**src/rtl/vga_timing_pkg.sv**
```systemverilog
// Shared VGA timing definitions: mode tables, the control word carried through the
// alignment pipe, and the counter-width helper.
package vga_timing_pkg;

  typedef struct packed {
    int unsigned h_active;
    int unsigned h_fp;
    int unsigned h_sync;
    int unsigned h_bp;
    int unsigned v_active;
    int unsigned v_fp;
    int unsigned v_sync;
    int unsigned v_bp;
    logic        hs_pol;
    logic        vs_pol;
  } vga_mode_t;

  // 108 MHz pixel clock, the board's default mode.
  localparam vga_mode_t MODE_1280X1024_60 = '{1280, 48, 112, 248, 1024, 1, 3, 38, 1'b1, 1'b1};
  // 40 MHz pixel clock.
  localparam vga_mode_t MODE_800X600_60   = '{800, 40, 128, 88, 600, 1, 4, 23, 1'b1, 1'b1};
  // 25.175 MHz pixel clock.
  localparam vga_mode_t MODE_640X480_60   = '{640, 16, 96, 48, 480, 10, 2, 33, 1'b0, 1'b0};

  // Raw per-position flags delayed to line up with the renderer's colour.
  typedef struct packed {
    logic hsync;
    logic vsync;
    logic active;
    logic line0;
    logic frame0;
  } vga_ctrl_t;

  // Width of a counter spanning 0..n-1, never less than one bit.
  function automatic int unsigned cnt_w(input int unsigned n);
    return (n < 2) ? 1 : $clog2(n);
  endfunction

endpackage

```
**src/rtl/vga_align_pipe.sv**
```systemverilog
// Enable-gated shift register that delays the timing flags by DEPTH ticks;
// DEPTH = 0 makes it a plain wire.
module vga_align_pipe #(
  parameter int unsigned WIDTH = 1,
  parameter int unsigned DEPTH = 1
) (
  input  logic             clk,
  input  logic             rst,
  input  logic             en,
  input  logic [WIDTH-1:0] d,
  output logic [WIDTH-1:0] q
);

  if (DEPTH == 0) begin : g_wire
    logic unused_ports;
    assign unused_ports = ^{clk, rst, en};
    assign q = d;
  end else begin : g_regs
    logic [WIDTH-1:0] stage [DEPTH];

    // NOTE: sequential state uses non-blocking assignments so every stage samples
    // the previous stage's old value on the same edge.
    always_ff @(posedge clk) begin
      if (rst) begin
        // NOTE: this array is reset on purpose -- stale 'active' bits left in it
        // would leak out as a false data-enable after a mid-frame reset.
        for (int i = 0; i < int'(DEPTH); i++) stage[i] <= '0;
      end else if (en) begin
        stage[0] <= d;
        for (int i = 1; i < int'(DEPTH); i++) stage[i] <= stage[i-1];
      end
    end

    assign q = stage[DEPTH-1];
  end

endmodule

```
**src/rtl/vga_timing_core.sv**
```systemverilog
// Parametrised VGA timing generator: h/v counters, renderer request coordinates,
// and a registered output stage aligned to the renderer's PIPE_LAT-tick latency.
module vga_timing_core
  import vga_timing_pkg::*;
#(
  parameter int unsigned H_ACTIVE = MODE_1280X1024_60.h_active,
  parameter int unsigned H_FP     = MODE_1280X1024_60.h_fp,
  parameter int unsigned H_SYNC   = MODE_1280X1024_60.h_sync,
  parameter int unsigned H_BP     = MODE_1280X1024_60.h_bp,
  parameter int unsigned V_ACTIVE = MODE_1280X1024_60.v_active,
  parameter int unsigned V_FP     = MODE_1280X1024_60.v_fp,
  parameter int unsigned V_SYNC   = MODE_1280X1024_60.v_sync,
  parameter int unsigned V_BP     = MODE_1280X1024_60.v_bp,
  parameter logic        HS_POL   = MODE_1280X1024_60.hs_pol,
  parameter logic        VS_POL   = MODE_1280X1024_60.vs_pol,
  parameter int unsigned PIPE_LAT = 2,
  parameter int unsigned COLOR_W  = 4,
  localparam int unsigned H_TOTAL = H_ACTIVE + H_FP + H_SYNC + H_BP,
  localparam int unsigned V_TOTAL = V_ACTIVE + V_FP + V_SYNC + V_BP,
  localparam int unsigned CW      = cnt_w(H_TOTAL),
  localparam int unsigned RW      = cnt_w(V_TOTAL)
) (
  input  logic               clk,
  input  logic               rst,
  input  logic               pix_en,
  output logic [CW-1:0]      x,
  output logic [RW-1:0]      y,
  output logic               req_valid,
  input  logic [COLOR_W-1:0] pix_r,
  input  logic [COLOR_W-1:0] pix_g,
  input  logic [COLOR_W-1:0] pix_b,
  output logic [COLOR_W-1:0] O_red,
  output logic [COLOR_W-1:0] O_green,
  output logic [COLOR_W-1:0] O_blue,
  output logic               hs,
  output logic               vs,
  output logic               de,
  output logic               frame_start,
  output logic               line_start
);

  if (PIPE_LAT > 7 || H_FP == 0 || H_SYNC == 0 || H_BP == 0 ||
      V_FP == 0 || V_SYNC == 0 || V_BP == 0) begin : g_bad_params
    $fatal(1, "vga_timing_core: PIPE_LAT must be 0..7 and every porch/sync width nonzero");
  end

  localparam logic [CW-1:0] H_LAST   = CW'(H_TOTAL - 1);
  localparam logic [CW-1:0] H_ACT    = CW'(H_ACTIVE);
  localparam logic [CW-1:0] HS_BEGIN = CW'(H_ACTIVE + H_FP);
  localparam logic [CW-1:0] HS_END   = CW'(H_ACTIVE + H_FP + H_SYNC);
  localparam logic [RW-1:0] V_LAST   = RW'(V_TOTAL - 1);
  localparam logic [RW-1:0] V_ACT    = RW'(V_ACTIVE);
  localparam logic [RW-1:0] VS_BEGIN = RW'(V_ACTIVE + V_FP);
  localparam logic [RW-1:0] VS_END   = RW'(V_ACTIVE + V_FP + V_SYNC);

  logic [CW-1:0] h;
  logic [RW-1:0] v;
  vga_ctrl_t     ctrl_head;
  vga_ctrl_t     ctrl_tail;

  always_ff @(posedge clk) begin
    if (rst) begin
      h <= '0;
      v <= '0;
    end else if (pix_en) begin
      if (h == H_LAST) begin
        h <= '0;
        v <= (v == V_LAST) ? '0 : v + 1'b1;
      end else begin
        h <= h + 1'b1;
      end
    end
  end

  assign x         = h;
  assign y         = v;
  assign req_valid = (h < H_ACT) && (v < V_ACT);

  // NOTE: every field gets a default before the assignments below, so this block
  // can never infer a latch even if a field is later made conditional.
  always_comb begin
    ctrl_head        = '0;
    ctrl_head.hsync  = (h >= HS_BEGIN) && (h < HS_END);
    ctrl_head.vsync  = (v >= VS_BEGIN) && (v < VS_END);
    ctrl_head.active = req_valid;
    ctrl_head.line0  = (h == '0);
    ctrl_head.frame0 = (h == '0) && (v == '0);
  end

  vga_align_pipe #(
    .WIDTH($bits(vga_ctrl_t)),
    .DEPTH(PIPE_LAT)
  ) u_align (
    .clk(clk),
    .rst(rst),
    .en (pix_en),
    .d  (ctrl_head),
    .q  (ctrl_tail)
  );

  // Start pulses clear on every edge; only an enabled tick can raise them.
  always_ff @(posedge clk) begin
    if (rst) begin
      hs          <= ~HS_POL;
      vs          <= ~VS_POL;
      de          <= 1'b0;
      O_red       <= '0;
      O_green     <= '0;
      O_blue      <= '0;
      frame_start <= 1'b0;
      line_start  <= 1'b0;
    end else begin
      frame_start <= 1'b0;
      line_start  <= 1'b0;
      if (pix_en) begin
        hs          <= ctrl_tail.hsync ? HS_POL : ~HS_POL;
        vs          <= ctrl_tail.vsync ? VS_POL : ~VS_POL;
        de          <= ctrl_tail.active;
        O_red       <= ctrl_tail.active ? pix_r : '0;
        O_green     <= ctrl_tail.active ? pix_g : '0;
        O_blue      <= ctrl_tail.active ? pix_b : '0;
        frame_start <= ctrl_tail.frame0;
        line_start  <= ctrl_tail.line0;
      end
    end
  end

endmodule

```
**config.mk**
```make
export PLATFORM = sky130hd
export DESIGN_NAME = vga_timing_core
export DESIGN_NICKNAME = d
export VERILOG_FILES = /design/src/rtl/vga_timing_pkg.sv /design/src/rtl/vga_align_pipe.sv /design/src/rtl/vga_timing_core.sv
export SDC_FILE = /design/constraint.sdc
export NUM_CORES = 1
export LEC_CHECK = 0
export CORE_ASPECT_RATIO = 0.7
export CORE_MARGIN = 2
export CORE_UTILIZATION = 44
export DETAILED_ROUTE_END_ITERATION = 12
export MAX_ROUTING_LAYER = met4
export PLACE_DENSITY = 0.78
export SLEW_MARGIN = 20
export SYNTH_ARGS = -nofsm -noshare
export SYNTH_HDL_FRONTEND = slang
export SYNTH_SLANG_ARGS = --single-unit
```
**constraint.sdc**
```tcl
create_clock -name clk -period 1.67 [get_ports clk]
set_input_delay 0.2505 -clock clk [delete_from_list [all_inputs] [get_ports clk]]
set_output_delay 0.2505 -clock clk [all_outputs]
set_load 0.01 [all_outputs]
```
[After elaboration in Yosys (flattened, before gate mapping)]
Memories as Yosys holds them, arrays and structs flattened.
Index checks and enable logic that the tools add are counted.
Operators by class
  bitwise gates (word level): 3
  eq/ne operators: 2
  mux-type cells: 14
  reduce and logical (&&, ||, !) cells: 8
  add/sub/neg operators: 2
  order comparisons: 6
Operator list (number)
  $lt 11x11->1 const B: 4
  $add 11x1->11 const B: 2
  $eq 11x11->1 const B: 2
  $ge 11x11->1 const B: 2
  $logic_not 11->1: 2
  $mux 11: 2
  $mux 4: 3
  $mux 5: 2
  $mux 1: 7
  $logic_and 1x1->1: 4
  $or 1x1->1: 2
  $reduce_and 2->1: 1
  $reduce_or 2->1: 1
  $not 1->1: 1
Storage, ports and cells
  register bits: 39
  memories: 1
  logic and storage cells: 46
  memory bits (writable): 10
  bits of input ports: 15
Memory list
  u_align.g_regs.stage: depth 2, width 5, rd ports 2, clocked after Yosys merged registers in 0, write ports 2, line vga_align_pipe.sv:19  | logic [WIDTH-1:0] stage [DEPTH];

[Logic depth before layout (Yosys ltp)]
  depth after elaboration: 4
  depth in mapped cells: 6
  gate-level depth less buffers: 6

[Cells and area by module]
From an unflattened synthesis, not the netlist that was laid out.
Unflattened totals
  cell total of the unflattened synthesis: 227
  area total of the unflattened synthesis: 2192.1 um^2
Modules (own cells, without submodules)
  vga_timing_core: instances 1, cells an instance 199, area an instance 1741.7 um^2
  vga_align_pipe: instances 1, cells an instance 28, area an instance 450.4 um^2

[Least setup slack after synthesis]
Ideal clock, no wire load.
  path type: reg-to-reg
  start point: register v[1] (netlist: y[1])
  end point: register v[1] (netlist: y[1])
  library setup time: 0.071 ns
  setup slack: -0.035 ns
  buffers on the path: 0
  clock period less this slack: 1.705 ns
  stages on the path, launching flop included: 7
  arrival: 1.634 ns
  path through: dfxtp_1 -> inv_1 -> ha_1 -> and4_1 -> nand4_1 -> or3b_1 -> a21oi_1
On the way
  word-level cells in the longest chain between the ends: 2
Ends and longest elaborated chain
  start, declared: line vga_timing_core.sv:57  | logic [RW-1:0] v;
  start signal, assigned: line vga_timing_core.sv:68  | v <= (v == V_LAST) ? '0 : v + 1'b1;
  $add 11x1->11 or $eq 11x11->1 (tied branches): line vga_timing_core.sv:68
  $mux 11 *: line vga_timing_core.sv:68
Mark *: on every way between the ends. The rest lies on a longest branch, timed or not.
A chain may end at the register's enable or synchronous reset.

[Final worst setup path]
  start point: register h[6] (netlist: x[6])
  end point: output port x[6]
RTL lines
  start, declared: line vga_timing_core.sv:56  | logic [CW-1:0] h;
  start signal, assigned: line vga_timing_core.sv:70  | h <= h + 1'b1;
  end, declared: line vga_timing_core.sv:26  | output logic [CW-1:0] x,
No word-level cell between the ends.

==> out/results.tsv <==
stage	metric	value	unit
power	static leakage	0.00116	uW
cts	clk_lat worst skew	310	ps
global_routing	initial antenna violation count	0	
drt	Avg WL per Cell	14.5	um
cells_and_area	number of nets in the layout	325	
drt	number of routed nets with antenna violations	0	
setup_path	WS Path Type	register to output pin	
setup_path	reg2reg setup slack	60	ps
yosys	Post-synth EDFFs	10	
drt	1st-pass router iterations	4	
drt	vias	2005	
global_routing	largest net degree at the start of global routing	23	
floorplanning	Horiz. Die Dim	88.2	um
cts	CTS Buf Count	5	
setup_path	startpoint types	register	
cells_and_area	register area	1090	um^2
cells_and_area	Fillers	404	
sta	fin crit share	0.968	
worst_hold_path	worst hold path type	register to register	
yosys	Netlist cell types	41	
cells_and_area	antenna diode count	0	
yosys	Yosys warnings	0	
floorplanning	row cnt	21	
yosys	leading cell type by number of instances after synthesis	dfxtp_1	
cells_and_area	area of the multi-input gates	1030	um^2
yosys	syn_area_per_cell	9.59	um^2
sta	fin worst setup slack	52.8	ps
sta	RSZ-0062 raised after global routing	true	
yosys	top cell type's share of synthesized area	0.357	
sta	Fin. Hold Viols	0	
sta	max_slew headroom	0.689	
sta	final slew viol count	0	
drt	Routed Wire Length	5.42	mm
place	Post-Place Worst Slack	-105	ps
place	placed insts	365	
global_routing	GR Util All Layers	0.207	
cts	CTS Hold Buffers Added	0	
floorplanning	Core Area	4780	um^2
global_routing	grt total ovfl	0	
sta	post-route minimum period	1620	ps
outcome	status	completed	
sta	Final setup viols	0	
yosys	sequential fraction of the synthesis area	0.495	
place	Detail Placement HPWL	3.86	mm
cells_and_area	Design Area, Final	3100	um^2
cells_and_area	Finished Layout Cells	375	
floorplanning	top-level I/O count	55	
floorplanning	initial core utilization	0.457	
sta	setup TNS	0	ps
power	pwr/cell area	743	nW/um^2
setup_path	Worst setup EP type	output pin	
place	I/O Buffers	54	
setup_path	WP data arrival	1370	ps
cts	CTS sink cnt	49	
floorplanning	DIE HEIGHT	63.0	um
place	GPL Wtd Cong	0.905	
global_routing	first-pass GRT wire length	8.78	mm
cts	TritonCTS clock tree	built	
yosys	top cells by area, synth	dfxtp_1, edfxtp_1, nor2_1	
yosys	Syn Inst Count	228	
drt	initial drt markers	153	
yosys	#FFs+latches synth	49	
drt	Vias/cell	5.35	
setup_path	maximum fanout along the worst path	8	
setup_path	Worst EP required	1420	ps
cts	CTS H-tree lvls	2	
floorplanning	die area	5560	um^2
yosys	Main synth FF type	dfxtp_1	
power	highest ir drop seen on vdd	0.508	mV
cells_and_area	layout cells sized above 1	0.163	
global_routing	vias in the first global route	1907	
yosys	fraction of registers with async set/reset	0	
drt	DRC viols	0	
yosys	Cell Area, Synth	2190	um^2
yosys	Yosys top cell by area	dfxtp_1	
run	Max Cap Viol	0	
cells_and_area	Area Growth Syn to Fin	41.9	%
place	Placed Area	2950	um^2
cts	CTS Buffer Depth	2	
yosys	syn_nets	248	
sta	Clock Skew	6.91	ps
sta	fmax	618	MHz
cts	clk root buf	clkbuf_8	
cts	clock transition at the registers of the reported paths	90	ps
yosys	Commonest cells post-synth	dfxtp_1, nor2_1, a22oi_1	
sta	worst slew pin tran	466	ps
-- metal layers --
| layer | wire length [um] | GRT usage | vias up |
|---|---|---|---|
| met4 | 79 | 0.0663 | 0 |
| met3 | 324 | 0.0502 | 9 |
| met5 | 0 | - | - |
| met2 | 2500 | 0.314 | 68 |
| met1 | 2520 | 0.271 | 952 |
| li1 | - | - | 976 |
-- report_power, final --
group	switching [uW]	leakage, uW	internal, uW
clock	421	0.0000585	449
combinational	84.7	0.000668	99.5
sequential	11.2	0.000430	1240
-- critical path, stage by stage, from the launching register on --
cell and delay, ps:
dfxtp_2 360, buf_4 160, clkdlybuf4s50_1 550
-- through the flow --
| step | utilization | power (uW) | hold slack (ps) |
|---|---|---|---|
| finish | 0.649 | 2300 | 455 |
| global route | 0.649 | 2400 | 467 |
| CTS | 0.641 | 2320 | 463 |
| detailed placement | 0.617 | 1460 | 441 |
| global placement | 0.617 | 1460 | 423 |
| floorplan | - | 1360 | 395 |
-- cell usage in the layout, fill, tap and decap left out, types with 6 or more instances in the layout --
cell             count
a22oi_1             12
and2_1              10
a21oi_1             11
and4_1               6
nand2_1              7
edfxtp_1            10
nor2_1              35
clkdlybuf4s50_1     52
buf_4               26
nand2b_1             6
xor2_1               8
nand3_1              8
dfxtp_2              8
nand4_1              9
inv_1               11
dfxtp_1             30
-- worst paths after layout --
check                             startpoint                          to  depth (start not counted)
setup / recovery                        x[6]                        x[6]                          2
hold reg to reg   u_align.g_regs.stage[0][6]                  line_start                          1
hold / removal    u_align.g_regs.stage[0][6]                  line_start                          1
setup reg to reg                        x[3]  u_align.g_regs.stage[0][0]                          4
-- flip-flops by register name (all words and copies together), names as in the netlist, 4 cells and up --
register / count
x: 11
y: 11
u_align.g_regs.stage: 10
O_blue: 4
O_green: 4
O_red: 4
-- final cells by class --
cell class	instances	share of cell area
clock buffers	5	0.0222
clock inverters	3	0.0141
inverters	11	0.0133
multi-input cells	158	0.332
flip-flops and latches	49	0.353
well taps	69	0.0278
repair buffers	80	0.238
-- timing repair --
action	4_1_cts	5_1_grt
buffers inserted	0	1
cloned	0	1
gates resized for setup	2	11
setup endpoints to repair	2	16
pin swaps	0	1
-- cells by family (layout without fill, tap and decap cells) --
logic type	Yosys count	after routing	share of synthesized area
AOI/OAI and AO/OA	39	39	0.121
xor gates and xnor gates	9	9	0.0361
adders and majority gates	5	5	0.0286
buffers and inverters	22	99	0.0412
DFF	49	49	0.495
muxes	2	2	0.00916
and+or+nand+nor	102	103	0.269
(Power assumes the default switching activity.)
==> variant: new RTL, config.mk and constraints unchanged <==
Set the parameter `PIPE_LAT` to 4 (it was 2).
--- a/src/rtl/vga_timing_core.sv
+++ b/src/rtl/vga_timing_core.sv
@@ -14,5 +14,5 @@
   parameter logic        HS_POL   = MODE_1280X1024_60.hs_pol,
   parameter logic        VS_POL   = MODE_1280X1024_60.vs_pol,
-  parameter int unsigned PIPE_LAT = 2,
+  parameter int unsigned PIPE_LAT = 4,
   parameter int unsigned COLOR_W  = 4,
   localparam int unsigned H_TOTAL = H_ACTIVE + H_FP + H_SYNC + H_BP,
Formal check against the unedited RTL: not equivalent (Yosys sat finds a counterexample within 4 cycles, from zero or initial values and one cycle with rst high).
==> variant against the unedited design <==
- area after synthesis grew 14%
- wire length grew 4.8%
- combinational power grew 6%
- sequential share of layout area grew 3.8 points
- hold slack lost 0.0086 ns
- count of clock-buffer cells in the layout grew 8
- sequential cell count grew 10
- global-route usage shrank 0.60 points
- register-to-register slack is essentially flat
- design area grew 15%
- utilization grew 1.9 points
- setup slack lost 0.0092 ns
- power grew 46%
- largest cell class unchanged
==> variant: results (changes against the unedited design) <==
| Metric | Value |
|---|---|
| Status | completed (unchanged) |
| Clock insertion delay at the later pin of the skew report | 0.34 ns (was 0.31 ns) |
| Met2 usage | 27.1% (was 31.4%) |
| Worst Setup SP | x[9]$_SDFFE_PP0P_ (was x[6]$_SDFFE_PP0P_) |
| Nets@finish | 347 (was 325) |
| Largest net degree at the start of global routing | 21 (was 23) |
| Top cells by count, synth | 39 x dfxtp_1, 32 x nor2_1, 20 x edfxtp_1, 19 x and2_1, 14 x nand3_1 (was 39 x dfxtp_1, 35 x nor2_1, 12 x a22oi_1, 11 x a21oi_1, 11 x inv_1) |
| Distinct cell type count after synthesis | 36 (was 41) |
| CP Max Fanout | 4 (was 8) |
| Post-DP Area | 3280 sq um (was 2950 sq um) |
| Post-synth EDFFs | 20 (was 10) |
| GRT Util Overall | 20.1% (was 20.7%) |
| Peak per-stage delay on the critical path | 0.53 ns (was 0.55 ns) |
| Clock transition at path regs | 0.06 ns (was 0.09 ns) |
| Met3 usage | 8.26% (was 5.02%) |
| CTS H-tree depth | 3 (was 2) |
| Fraction of layout instances using a drive strength above 1 | 19.3% (was 16.3%) |
| R2R Path Start | x[1]$_SDFFE_PP0P_ (was x[3]$_SDFFE_PP0P_) |
| Layout Skew | 0.00383 ns (was 0.00691 ns) |
| Placed cells | 388 (was 365) |
| VDD IR max | 0.764 mV (was 0.508 mV) |
| Pleak | 1.42 nW (was 1.16 nW) |
| Register area share after synthesis | 55.3% (was 49.5%) |
| Initial DRC count | 155 (was 153) |
| Number of global-route vias before repair | 1863 (was 1907) |
| Sw frac | 20.1% (was 22.4%) |
| Relative slew margins | 69.8% (was 68.9%) |
| Met3 routed wirelength | 438 um (was 324 um) |
| Ranking of synthesized cells by area | dfxtp_1 31%, edfxtp_1 24%, nor2_1 4.8%, and2_1 4.8%, a22oi_1 3.6% (was dfxtp_1 36%, edfxtp_1 14%, nor2_1 6.0%, a22oi_1 4.1%, xor2_1 3.2%) |
| Via count | 2108 (was 2005) |
| Routed len/inst | 14.1 um (was 14.5 um) |
| RD Place Congestion | 0.901 (was 0.905) |
| Num CTS Buffers | 9 (was 5) |
| Dpl ws | -0.141 ns (was -0.105 ns) |
| GR Layer Usage met1 | 27.0% (was 27.1%) |
| DP HPWL | 3900 um (was 3860 um) |
| Wire length on met1 | 2690 um (was 2520 um) |
| Total Routed Length | 5680 um (was 5420 um) |
| Syn Area/Cell | 10.1 sq um (was 9.59 sq um) |
| First-pass GRT wire length | 9200 um (was 8780 um) |
| Ant diodes | 0 (unchanged) |
| Hold_sp | u_align.g_regs.stage[0][16]$_SDFFCE_PN0P_ (was u_align.g_regs.stage[0][6]$_SDFFCE_PN0P_) |
-- variant: timing repair --
item | in CTS | in global routing
resized for setup | 10 | 18
pin swaps | 0 | 3
setup endpoints to repair | 13 | 23
-- variant: final timing paths --
path / slack, ns / endpoint / cells after the start
worst max-delay path: 0.04 / x[9] / 2
worst min-delay path: 0.45 / line_start$_SDFF_PN0_ / 1
worst max register to register: 0.06 / y[7]$_SDFFE_PP0P_ / 5
worst min register to register: 0.45 / line_start$_SDFF_PN0_ / 1
-- variant: kinds of logic (layout without fill, tap and decap cells) --
family	after synthesis	count (layout)	share of synthesized area, %
and+or+nand+nor	109	109	23.5
muxes	2	2	0.801
DFF	59	59	55.3
xor gates and xnor gates	9	9	3.15
adders and majority gates	5	5	2.50
AOI/OAI and AO/OA	38	38	10.4
buffers and inverters	26	110	4.40
-- variant: cell type report --
class / instances / area (sq um)
Clock buffer: 13 / 190
Clock inverter: 3 / 65.1
Fill cell: 439 / 1790
Inverter: 12 / 45.0
Multi-Input combinational cell: 163 / 1030
Sequential cell: 59 / 1400
Tap cell: 72 / 90.1
Timing Repair Buffer: 82 / 759
-- variant: worst reg2reg max path: cells and delay by family (launching register included) --
family	cells	cell delay, ns
flip-flops	1	0.36
AO/OA/AOI/OAI	1	0.15
AND/OR/NAND/NOR	3	0.83
adder cells (fa/ha/maj)	1	0.21
-- variant: power by group through the flow --
stage | combinational (W) | sequential [W] | clock [W]
finish | 0.000195 | 0.00155 | 0.00161
global route | 0.000213 | 0.00156 | 0.00172
CTS | 0.000198 | 0.00155 | 0.00164
detailed placement | 0.000196 | 0.00158 | 0
global placement | 0.000192 | 0.00158 | 0
floorplan | 0.0000784 | 0.00159 | 0
